[config.mk]
export PLATFORM = sky130hd
export DESIGN_NAME = bcd_mult_seq
export DESIGN_NICKNAME = d
export VERILOG_FILES = /design/src/rtl/bcd_pkg.sv /design/src/rtl/BCDMultiplier.sv /design/src/rtl/bcd_mult_seq.sv
export SDC_FILE = /design/constraint.sdc
export NUM_CORES = 1
export LEC_CHECK = 0
export ABC_AREA = 1
export CAP_MARGIN = 30
export CORE_ASPECT_RATIO = 0.9
export CORE_MARGIN = 2
export CORE_UTILIZATION = 58
export CTS_BUF_LIST = sky130_fd_sc_hd__clkbuf_8
export DETAILED_ROUTE_END_ITERATION = 7
export HOLD_SLACK_MARGIN = 0.1
export PLACE_DENSITY = 0.83
export SYNTH_ARGS = -nofsm -noshare
export SYNTH_HDL_FRONTEND = slang
export SYNTH_SLANG_ARGS = --single-unit
[constraint.sdc]
create_clock -name clk -period 7 [get_ports clk]
set_input_delay 1.4 -clock clk [delete_from_list [all_inputs] [get_ports clk]]
set_output_delay 1.4 -clock clk [all_outputs]
set_load 0.01 [all_outputs]
[src/rtl/bcd_pkg.sv]
// bcd_pkg: shared BCD types, FSM states and digit-range helper
package bcd_pkg;
  typedef enum logic [1:0] {IDLE, CHECK, MUL, DONE} state_t;
  typedef logic [3:0] digit_t;
  localparam digit_t BCD_MAX_DIGIT = 4'd9;
  function automatic logic bcd_bad(digit_t d);
    return d > BCD_MAX_DIGIT;
  endfunction
endpackage

[src/rtl/BCDMultiplier.sv]
// BCDMultiplier: one-digit BCD multiply, x*y as two BCD digits {hi,lo}
module BCDMultiplier
  import bcd_pkg::*;
(
  input  digit_t x,
  input  digit_t y,
  output digit_t hi,
  output digit_t lo,
  output logic   x_ok,
  output logic   y_ok
);
  logic [7:0] m;
  assign m = {4'b0, x} * {4'b0, y};
  assign hi = 4'(m / 8'd10);
  assign lo = 4'(m % 8'd10);
  assign x_ok = !bcd_bad(x);
  assign y_ok = !bcd_bad(y);
endmodule

[src/rtl/bcd_mult_seq.sv]
// bcd_mult_seq: sequential NDIG-digit x 1-digit BCD multiplier, one digit per cycle
// BCD_ERR_IDX_EN adds err_idx, the position of the lowest invalid input digit
module bcd_mult_seq
  import bcd_pkg::*;
#(
  parameter int NDIG = 4
) (
  input  logic                  clk,
  input  logic                  rst_n,
  input  logic                  start,
  input  logic [4*NDIG-1:0]     a,
  input  logic [3:0]            b,
  output logic                  busy,
  output logic                  done,
  output logic [4*(NDIG+1)-1:0] p,
`ifdef BCD_ERR_IDX_EN
  output logic [3:0]            err_idx,
`endif
  output logic                  err
);
  state_t state, nxt;
  logic [4*NDIG-1:0] ar;
  digit_t br, carry, hi, lo, dig, ncarry;
  logic [3:0] i;
  logic [4:0] s;
  logic [NDIG-1:0] bad_a;
  logic ge, any_bad, last, unused_x_ok, unused_y_ok;
  // ar shifts right each MUL cycle so the multiplier always sees a registered digit 0
  BCDMultiplier u_mul (
    .x(ar[3:0]),
    .y(br),
    .hi(hi),
    .lo(lo),
    .x_ok(unused_x_ok),
    .y_ok(unused_y_ok)
  );
  assign s = {1'b0, lo} + {1'b0, carry};
  assign ge = s >= 5'd10;
  assign dig = ge ? 4'(s - 5'd10) : s[3:0];
  assign ncarry = hi + {3'b0, ge};
  assign last = i == 4'(NDIG - 1);
  assign busy = state != IDLE;
  assign done = state == DONE;
  always_comb begin
    bad_a = '0;
    for (int k = 0; k < NDIG; k++) bad_a[k] = bcd_bad(ar[4*k +: 4]);
  end
  assign any_bad = |bad_a || bcd_bad(br);
`ifdef BCD_ERR_IDX_EN
  logic [3:0] idx;
  always_comb begin
    idx = 4'(NDIG);
    for (int k = NDIG - 1; k >= 0; k--) idx = bad_a[k] ? 4'(k) : idx;
  end
`endif
  always_comb begin
    nxt = state;
    case (state)
      IDLE:    nxt = start ? CHECK : IDLE;
      CHECK:   nxt = any_bad ? DONE : MUL;
      MUL:     nxt = last ? DONE : MUL;
      default: nxt = IDLE;
    endcase
  end
  always_ff @(posedge clk or negedge rst_n) begin
    if (!rst_n) begin
      state <= IDLE;
      ar <= '0;
      br <= '0;
      i <= '0;
      carry <= '0;
      p <= '0;
      err <= 1'b0;
`ifdef BCD_ERR_IDX_EN
      err_idx <= '0;
`endif
    end else begin
      state <= nxt;
      case (state)
        IDLE: if (start) begin
          ar <= a;
          br <= b;
          p <= '0;
          err <= 1'b0;
`ifdef BCD_ERR_IDX_EN
          err_idx <= '0;
`endif
        end
        CHECK: begin
          i <= '0;
          carry <= '0;
          err <= any_bad;
`ifdef BCD_ERR_IDX_EN
          err_idx <= any_bad ? idx : 4'd0;
`endif
        end
        MUL: begin
          p[4*i +: 4] <= dig;
          carry <= ncarry;
          i <= i + 4'd1;
          ar <= ar >> 4;
          if (last) p[4*NDIG +: 4] <= ncarry;
        end
        default: ;
      endcase
    end
  end
endmodule

== Word-level counts from Yosys, hierarchy flattened ==
Index checks and enable logic that the tools add are counted.

* Divide/modulo/power cells: 2
* Shift operators: 2
* Order comparisons: 6
* Muxes and demuxes: 15
* $mul: 1
* Eq/ne operators: 5
* Reduce and logical (&&, ||, !) cells: 10
* Add/subtract/negate cells: 5
* Bitwise gates (word level): 0

{| class="wikitable"
|+ Operators with widths
! cell !! count
|-
| 20-bit one-hot mux with 2 select lines || 1
|-
| 6-bit negator with 34-bit output || 1
|-
| 4-bit by 34-bit variable shift with 20-bit output (first input constant) || 1
|-
| 4-bit by 34-bit variable part select with 20-bit output || 1
|-
| 16-bit one-hot mux with 2 select lines || 1
|-
| 20-bit bitwise mux || 1
|-
| 4-bit > comparator (second input constant) || 5
|-
| 20-bit 2-to-1 mux || 1
|-
| 16-bit 2-to-1 mux || 1
|-
| 4-bit one-hot mux with 2 select lines || 2
|-
| 8-bit by 4-bit divider with 8-bit output (second input constant) || 1
|-
| 8-bit by 4-bit modulo with 8-bit output (second input constant) || 1
|-
| 4-bit by 4-bit multiplier with 8-bit output || 1
|-
| 4-bit 2-to-1 mux || 2
|-
| 2-bit nonzero test || 4
|-
| 2-bit one-hot mux with 3 select lines || 1
|-
| 2-bit AND reduction || 3
|-
| 4-bit by 4-bit adder with 5-bit output || 1
|-
| 5-bit by 4-bit greater-or-equal comparator with 1-bit output (second input constant) || 1
|-
| 4-bit by 1-bit adder with 4-bit output || 1
|-
| 4-bit by 1-bit adder with 4-bit output (second input constant) || 1
|-
| 2-bit equality test (second input constant) || 2
|-
| 4-bit by 2-bit equality test with 1-bit output (second input constant) || 1
|-
| 1-bit 2-to-1 mux || 4
|-
| 7 further kinds || 7
|}

* Memory bits (writable): 0
* Latch bits: 0
* Output and inout bits: 23
* Memory bits (read-only): 0
* Flip-flop bits (word level): 51
* Memories kept: 0
* Input port bits: 23

== Longest topological paths before layout ==
Gate-level depths: netlist of run 1.

* Word-level depth: 9
* Gate-level depth with buffers: 48
* Mapped depth without buffers: 48

== Modules after synthesis ==
A second synthesis of run 1 with hierarchy kept.

* Cells, all modules: 505
* Area, all modules: 3,927.5 sq um

{| class="wikitable"
|+ Modules (own cells, without submodules)
! module !! cells an instance !! times used !! area each (sq um) !! seq. area each (sq um)
|-
| bcd_mult_seq || 339 || 1 || 2,920.3 || 1,276.2
|-
| BCDMultiplier || 166 || 1 || 1,007.2 || 0.0
|}

== Worst setup path after synthesis of run 1 ==
OpenSTA, ideal clock, no wires.

* Path type: register to register
* Start: register br[1]
* End: register p[18]
* Arrival: 5,762 ps
* Setup slack: 1,112 ps
* Period minus slack after synthesis: 5,888 ps
* Stages on the path, launching flop included: 40
* Path buffers: 0
* Setup time: 126 ps
* Cell sequence: dfrtp_1 -> nand2_1 -> inv_1 -> fa_1 -> fa_1 -> inv_1 -> fa_1 -> nand3b_1 -> nand2_1 -> xor2_2 -> nand3_1 -> nand3_1 -> nand2_2 -> nand3_2 -> nand2_2 -> nand2_2 -> nand2_4 -> nand2_4 -> [... 4 more ...] -> nand2_2 -> nand2_2 -> inv_2 -> nand2_4 -> nand2_4 -> nand2_1 -> nand2_1 -> fa_1 -> or2_2 -> nand2_1 -> ha_1 -> o211ai_1 -> ha_1 -> ha_1 -> xnor2_1 -> nand2_1 -> nand3_1 -> o21ai_0

* Word-level cells in the longest chain between the ends: 9
* Elaborated cells on any way between the ends: 12

{| class="wikitable"
|+ RTL lines
! item !! line !! RTL
|-
| start, declared || bcd_mult_seq.sv:23 || <nowiki>digit_t br, carry, hi, lo, dig, ncarry;</nowiki>
|-
| start signal, assigned || bcd_mult_seq.sv:69 || <nowiki>br <= '0;</nowiki>
|-
| start signal, assigned || bcd_mult_seq.sv:82 || <nowiki>br <= b;</nowiki>
|-
| 4-bit by 4-bit multiplier with 8-bit output (*) || BCDMultiplier.sv:13 || <nowiki>assign m = {4'b0, x} * {4'b0, y};</nowiki>
|-
| 8-bit by 4-bit modulo with 8-bit output || BCDMultiplier.sv:15 || <nowiki>assign lo = 4'(m % 8'd10);</nowiki>
|-
| 4-bit by 4-bit adder with 5-bit output || bcd_mult_seq.sv:37 || <nowiki>assign s = {1'b0, lo} + {1'b0, carry};</nowiki>
|-
| 4-bit subtractor or 5-bit by 4-bit greater-or-equal comparator with 1-bit output (tied branches) || bcd_mult_seq.sv:39, bcd_mult_seq.sv:38 ||
|-
| 4-bit 2-to-1 mux || bcd_mult_seq.sv:39 || <nowiki>assign dig = ge ? 4'(s - 5'd10) : s[3:0];</nowiki>
|-
| 4-bit by 34-bit variable part select with 20-bit output || bcd_mult_seq.sv:98 || <nowiki>p[4*i +: 4] <= dig;</nowiki>
|-
| 20-bit bitwise mux || bcd_mult_seq.sv:98 ||
|-
| 4-bit 2-to-1 mux (*) || bcd_mult_seq.sv:102 || <nowiki>if (last) p[4*NDIG +: 4] <= ncarry;</nowiki>
|-
| 20-bit one-hot mux with 2 select lines (*) || bcd_mult_seq.sv:79 || <nowiki>case (state)</nowiki>
|-
| end signal, assigned by index || bcd_mult_seq.sv:98 ||
|-
| end signal, assigned by index || bcd_mult_seq.sv:102 ||
|-
| end, declared || bcd_mult_seq.sv:15 || <nowiki>output logic [4*(NDIG+1)-1:0] p,</nowiki>
|}

Every way passes the cells marked *; elsewhere a longest branch is shown, timed or not.
A chain may end at the register's enable or synchronous reset.

== Final worst setup path of run 1 ==
Ends and elaborated chain as after synthesis.

==> results of run 1 <==
## area by class of cell
cell class	count	area, µm²
Clock buffer	5	68.8
Sequential cell	51	1280
Fill cell	485	1790
Multi-Input combinational cell	342	2000
Clock inverter	3	63.8
Timing Repair Buffer	48	468
Inverter	87	327
Tap cell	72	90.1
## cell usage in the layout, fill, tap and decap left out, types with 5 or more instances in the layout
master             n
clkbuf_8           5
nor2_1            29
a21oi_1           20
inv_1             80
ha_1              26
a31oi_1            7
o211ai_1          10
nand4_1            5
nand2_1          121
inv_2              6
nand2_2           10
clkdlybuf4s50_1   44
fa_1               5
nand3_1           30
nor3_1             6
o21ai_0           37
dfrtp_1           51
nand2_4            6
## synthesized netlist by cell type
| library cell | count |
|---|---|
| o41ai_1 | 1 |
| a21boi_2 | 1 |
| a21oi_1 | 20 |
| a211oi_1 | 1 |
| nand2_1 | 121 |
| clkinv_1 | 2 |
| clkbuf_1 | 9 |
| o2111ai_1 | 1 |
| fa_1 | 5 |
| o21ai_0 | 39 |
| a21oi_4 | 1 |
| xnor2_1 | 4 |
| nand2_2 | 10 |
| xor2_2 | 1 |
| a21boi_0 | 1 |
| xor2_1 | 3 |
| a32o_1 | 2 |
| nand3_1 | 31 |
| inv_2 | 6 |
| o22ai_1 | 1 |
| nor3_1 | 6 |
| ha_1 | 26 |
| nand4_1 | 5 |
| nand3_2 | 3 |
| nand2_4 | 6 |
| o31ai_1 | 2 |
| a31oi_1 | 7 |
| nor2_2 | 1 |
| or2_2 | 1 |
| dfrtp_1 | 51 |
| nor2_1 | 29 |
| o21ai_1 | 2 |
| o211ai_1 | 10 |
| inv_1 | 79 |
| nand3b_1 | 1 |
## layer usage
layer  global-route usage [%]  vias up
li1                         -     1666
met1                     32.6     1556
met2                     40.1       79
met3                     4.57       18
met4                     8.46        0
met5                        0        -
## cell families (layout without fill, tap and decap cells)
| kind of cell | after synthesis | after routing | share of synthesized area, % |
|---|---|---|---|
| flip-flops | 51 | 51 | 35.2 |
| buffers and inverters | 96 | 143 | 9.94 |
| adder cells (fa/ha/maj) | 31 | 31 | 11.7 |
| XOR/XNOR | 8 | 8 | 2.14 |
| AND/OR/NAND/NOR | 214 | 214 | 26.5 |
| AO/OA/AOI/OAI | 89 | 89 | 14.5 |
## sequential cells by signal (all words and copies together), names as in the netlist
name and count:
carry 4, state 2, p 20, i 4, err 1, ar 16, br 4
## timing repair
item	4_1_cts	5_1_grt
setup buffers	0	2
hold buffers	0	0
hold endpoints to repair	0	0
setup endpoints to repair	0	1
gates resized for setup	0	4
## metrics by stage
stage          setup TNS, ns  area, µm²
6_report                   0       4290
5_1_grt              -0.0240       4290
2_1_floorplan              0       3620
3_5_place_dp               0       4130
3_3_place_gp               0       4130
4_1_cts                    0       4270
## worst min path at each step
| stage | startpoint | to | depth (start not counted) |
|---|---|---|---|
| finish | ar[12]$_DFFE_PN0P_ | ar[12]$_DFFE_PN0P_ | 2 |
| global route | ar[12]$_DFFE_PN0P_ | ar[12]$_DFFE_PN0P_ | 2 |
| CTS | ar[12]$_DFFE_PN0P_ | ar[12]$_DFFE_PN0P_ | 2 |
| detailed placement | ar[12]$_DFFE_PN0P_ | ar[12]$_DFFE_PN0P_ | 2 |
| global placement | ar[12]$_DFFE_PN0P_ | ar[12]$_DFFE_PN0P_ | 2 |
| floorplan | ar[12]$_DFFE_PN0P_ | ar[12]$_DFFE_PN0P_ | 2 |
## tightest hold or removal path: cells and delay by family (launching register included)
kind | cells | cell delay [ns]
flops | 1 | 0.35
simple gates | 2 | 0.10
==> results.ini, run 1 <==
[run_status]
status = complete, no violations

[route]
drtAntennaViolNets = 0
met3_length_um = 312
vias_per_cell = 5.46
drt-met1-wl_um = 3700
routedWlPerCell_um = 13.0
routed_wl_um = 7910
drtIter0Drc = 137
dr_wl_met2_um = 3730
route.detailed.drc = 0
highest_layer = met4
vias = 3319
drtPass1Iterations = 4

[synthesis]
yosysTopAreaCellShare_pct = 35.2
yosysWarnings = 0
syn_inst = 489
synth_top_area_cell = dfrtp_1
syn-num-nets = 543
ys_ff_latch = 51
synth_area_leaders = dfrtp_1 (35%), nand2_1 (13%), ha_1 (9.0%)
ys_seq_area_share_pct = 35.2
synth_cell_types = 35
syn_avg_cell_area_um2 = 7.41
synth.cell_area_um2 = 3620

[timing]
hold_viol = 0
setup_viol = 0
fin_hold_ws_ns = 0.478
maxSlewViolCount = 0
slew_headroom_pct = 39.7
fin_skew_ns = 0.00735
min_period_ns = 6.44
finalWorstSetupSlack_ns = 0.564
tightest_slew_ns = 0.905
min_period_over_period_pct = 91.9
max_freq_ghz = 0.155

[global_route]
grt_use_total_pct = 24.5
grt_max_degree = 52
antenna_found_initial = 0
grt_pass1_vias = 3196
overflow = 0
grt_pass1_wl_um = 13500

[setup_path]
rrSetupSlack_ns = 0.56
cp-startpoint = br[1]$_DFFE_PN0P_
slowest_stage = fa_1
crit_family = adder cells
cp.required_ns = 7.21
slowest_delay_ns = 0.56
crit_path_end = p[18]$_DFFE_PN0P_
r2r_end = p[18]$_DFFE_PN0P_
reg2reg_depth = 39
crit_path_start_kind = register
cp-end-kind = register
arrival_ns = 6.64
criticalPathCategory = reg -> reg
regToRegStartpoint = br[1]$_DFFE_PN0P_
cp.depth = 39
critPathBufInv = 3
cp_max_fo = 6

[cts]
cts_buffer_depth = 2
path_clk_slew_ns = 0.09
numCtsBuffers = 5
clock-sinks = 51
cts_tree = yes
clock_latency_ns = 0.31
cts_max_level = 2
cts-root-buf = clkbuf_8

[cells_and_area]
antenna_cells = 0
layout-drive-gt1-share_pct = 8.02
nNetsFinal = 589
area_delta_synth_final_pct = 18.5
final_cells = 608
fin_util_pct = 70.6

[floorplanning]
num_rows = 27
die_w_um = 87.3
io_pins = 46
dieHeight_um = 79.0
dieArea_um2 = 6900
start_util_pct = 59.6
core-area_um2 = 6080

[placed_design]
hpwl_um = 6180
place_congestion = 0.888
dp_cells = 598
pre_cts_slack_ns = 0.534
io_buffer_count = 45

[flow_run]
max-cap-violations = 0

[worst_hold_path]
hp-class = reg -> reg

Power of run 1 is left out: the tool's default activity adds up to more than one toggle a clock period on the data nets, which glitch-free logic cannot reach.
==> run 2, diff against run 1 <==
--- a/config.mk
+++ b/config.mk
@@ -6,14 +6,14 @@
 export NUM_CORES = 1
 export LEC_CHECK = 0
 export ABC_AREA = 1
-export CAP_MARGIN = 30
 export CORE_ASPECT_RATIO = 0.9
 export CORE_MARGIN = 2
-export CORE_UTILIZATION = 58
+export CORE_UTILIZATION = 50
 export CTS_BUF_LIST = sky130_fd_sc_hd__clkbuf_8
+export CTS_CLUSTER_SIZE = 10
 export DETAILED_ROUTE_END_ITERATION = 7
 export HOLD_SLACK_MARGIN = 0.1
-export PLACE_DENSITY = 0.83
+export PLACE_DENSITY = 0.73
 export SYNTH_ARGS = -nofsm -noshare
 export SYNTH_HDL_FRONTEND = slang
 export SYNTH_SLANG_ARGS = --single-unit
==> run 2 against run 1 <==
Against the previous run:
- count of clock-buffer cells in the layout unchanged
- register-to-register slack barely moved
- final area shrank 0.61%
- wire length rose by 3.3%
- via count down 1.2%
- sequential share of layout area grew 0.18 points
- global-route usage down 2.7 points
- clock skew is 0.0029 ns higher
- setup slack got worse by 0.0092 ns
- first-iteration DRC count is 20% higher
- non-clock buffer count decreased by 2
- critical endpoint unchanged
- worst hold slack gained 0.0063 ns
==> results.ini, run 2 (synthesis results as in run 1) <==
[cells_and_area]
area_delta_synth_final_pct = 17.7
seqCellArea_um2 = 1280
antenna_cells = 0
fillCellCount = 631
reg.largest.list = p x20, ar x16
largest_reg_flops = 20
nNetsFinal = 587
layout-drive-gt1-share_pct = 7.68
mostFrequentLayoutCells = nand2_1 (121), inv_1 (79), dfrtp_1 (51), clkdlybuf4s50_1 (44), o21ai_0 (38)
final_common_cell = nand2_1
multi_input_area_um2 = 2010
top_register = p

[timing]
setup_viol = 0
finalWorstSetupSlack_ns = 0.555
min_period_over_period_pct = 92.1
max_freq_ghz = 0.155
fin_skew_ns = 0.0102
hold_viol = 0
maxSlewViolCount = 0
slew_headroom_pct = 33.9
min_period_ns = 6.45
tightest_slew_ns = 0.992

[route]
drtIter0Drc = 164
vias_per_cell = 5.23
drtAntennaViolNets = 0
drtPass1Iterations = 4
routedWlPerCell_um = 13.0
vias = 3280
routed_wl_um = 8170
route.detailed.drc = 0

[cts]
cts_hold_buf = 0
path_clk_slew_ns = 0.10
clock-sinks = 51
numCtsBuffers = 5
cts_buffer_depth = 2
clock_latency_ns = 0.31
post-cts-setup-buffers = 0
cts_tree = yes
cts_max_level = 2
cts-root-buf = clkbuf_8

[setup_path]
cp_max_fo = 6
criticalPathCategory = reg -> reg
cp.required_ns = 7.24
cp-end-kind = register
reg2reg_depth = 39
arrival_ns = 6.68
slowest_delay_ns = 0.54
crit_path_start_kind = register
slowest_stage = fa_1

[worst_hold_path]
hp-class = reg -> reg
hold_depth = 2

[floorplanning]
die_w_um = 93.8
io_pins = 46
start_util_pct = 51.5
dieHeight_um = 84.8
dieArea_um2 = 7950
num_rows = 29
core-area_um2 = 7040

[placed_design]
io_buffer_count = 45
hpwl_um = 6250
place_congestion = 0.882
pre_cts_slack_ns = 0.560

[global_route]
grt_max_degree = 52
antenna_found_initial = 0
grt_pass1_wl_um = 14300
overflow = 0
grt_pass1_vias = 3289
grt_use_total_pct = 21.8

[flow_run]
max-cap-violations = 0

[run_status]
status = complete, no violations

-- run 2: cell count changes in the layout (fill, tap and decap cells not counted), sizes merged --
cell / previous run / this run
buf: 4 / 2
bufinv: 2 / 0
clkinv: 2 / 3
clkinvlp: 0 / 2
inv: 86 / 85
-- run 2: cell type report --
type                       instances  share of cell area (%)
tap                               93                    2.73
inverter                          87                    7.65
clock inverter                     3                   0.469
sequential                        51                    29.9
multi-input combinational        342                    47.0
clock buffer                       5                    1.61
timing repair buffer              46                    10.6
-- run 2: per-stage QoR --
stage / instance area, µm² / hold slack (ns) / TNS, ns / utilization (%) / std cells
floorplan: 3620 / 0.442 / 0 / - / 489
global placement: 4160 / 0.457 / 0 / 59.1 / 619
detailed placement: 4160 / 0.463 / 0 / 59.1 / 619
CTS: 4250 / 0.487 / 0 / 60.4 / 627
global route: 4270 / 0.515 / -0.0124 / 60.6 / 627
finish: 4270 / 0.484 / 0 / 60.6 / 627
-- run 2: final timing paths --
kind,startpoint,end,slack [ns]
min reg2reg,ar[12]$_DFFE_PN0P_,ar[12]$_DFFE_PN0P_,0.48
min in group asynchronous,rst_n,p[2]$_DFFE_PN0P_,1.18
min,ar[12]$_DFFE_PN0P_,ar[12]$_DFFE_PN0P_,0.48
max reg2reg,br[3]$_DFFE_PN0P_,p[18]$_DFFE_PN0P_,0.55
max,br[3]$_DFFE_PN0P_,p[18]$_DFFE_PN0P_,0.55
max in group asynchronous,rst_n,p[17]$_DFFE_PN0P_,5.37
-- run 2: per-layer routing --
metal,vias to the layer above,routed length [µm],track usage [%],share of wire [%]
li1,1666,-,-,-
met1,1521,3890,29.4,48
met2,85,3830,37.1,47
met3,8,362,3.32,4.4
met4,0,93,5.01,1.1
met5,-,0,0,0
-- run 2: critical path, delay by kind of cell (launching register included) --
family	cells	cell delay (ns)
AO/OA/AOI/OAI	6	0.91
adder cells (fa/ha/maj)	4	1.86
flip-flops	1	0.44
AND/OR/NAND/NOR	24	2.66
buffers and inverters	4	0.27
XOR/XNOR	1	0.23
-- run 2: what timing repair did --
item / in CTS / in global routing
setup endpoints to repair: 0 / 1
endpoints found under the hold margin: 0 / 0
resized for setup: 0 / 3
Power of run 2 is left out for the same reason.
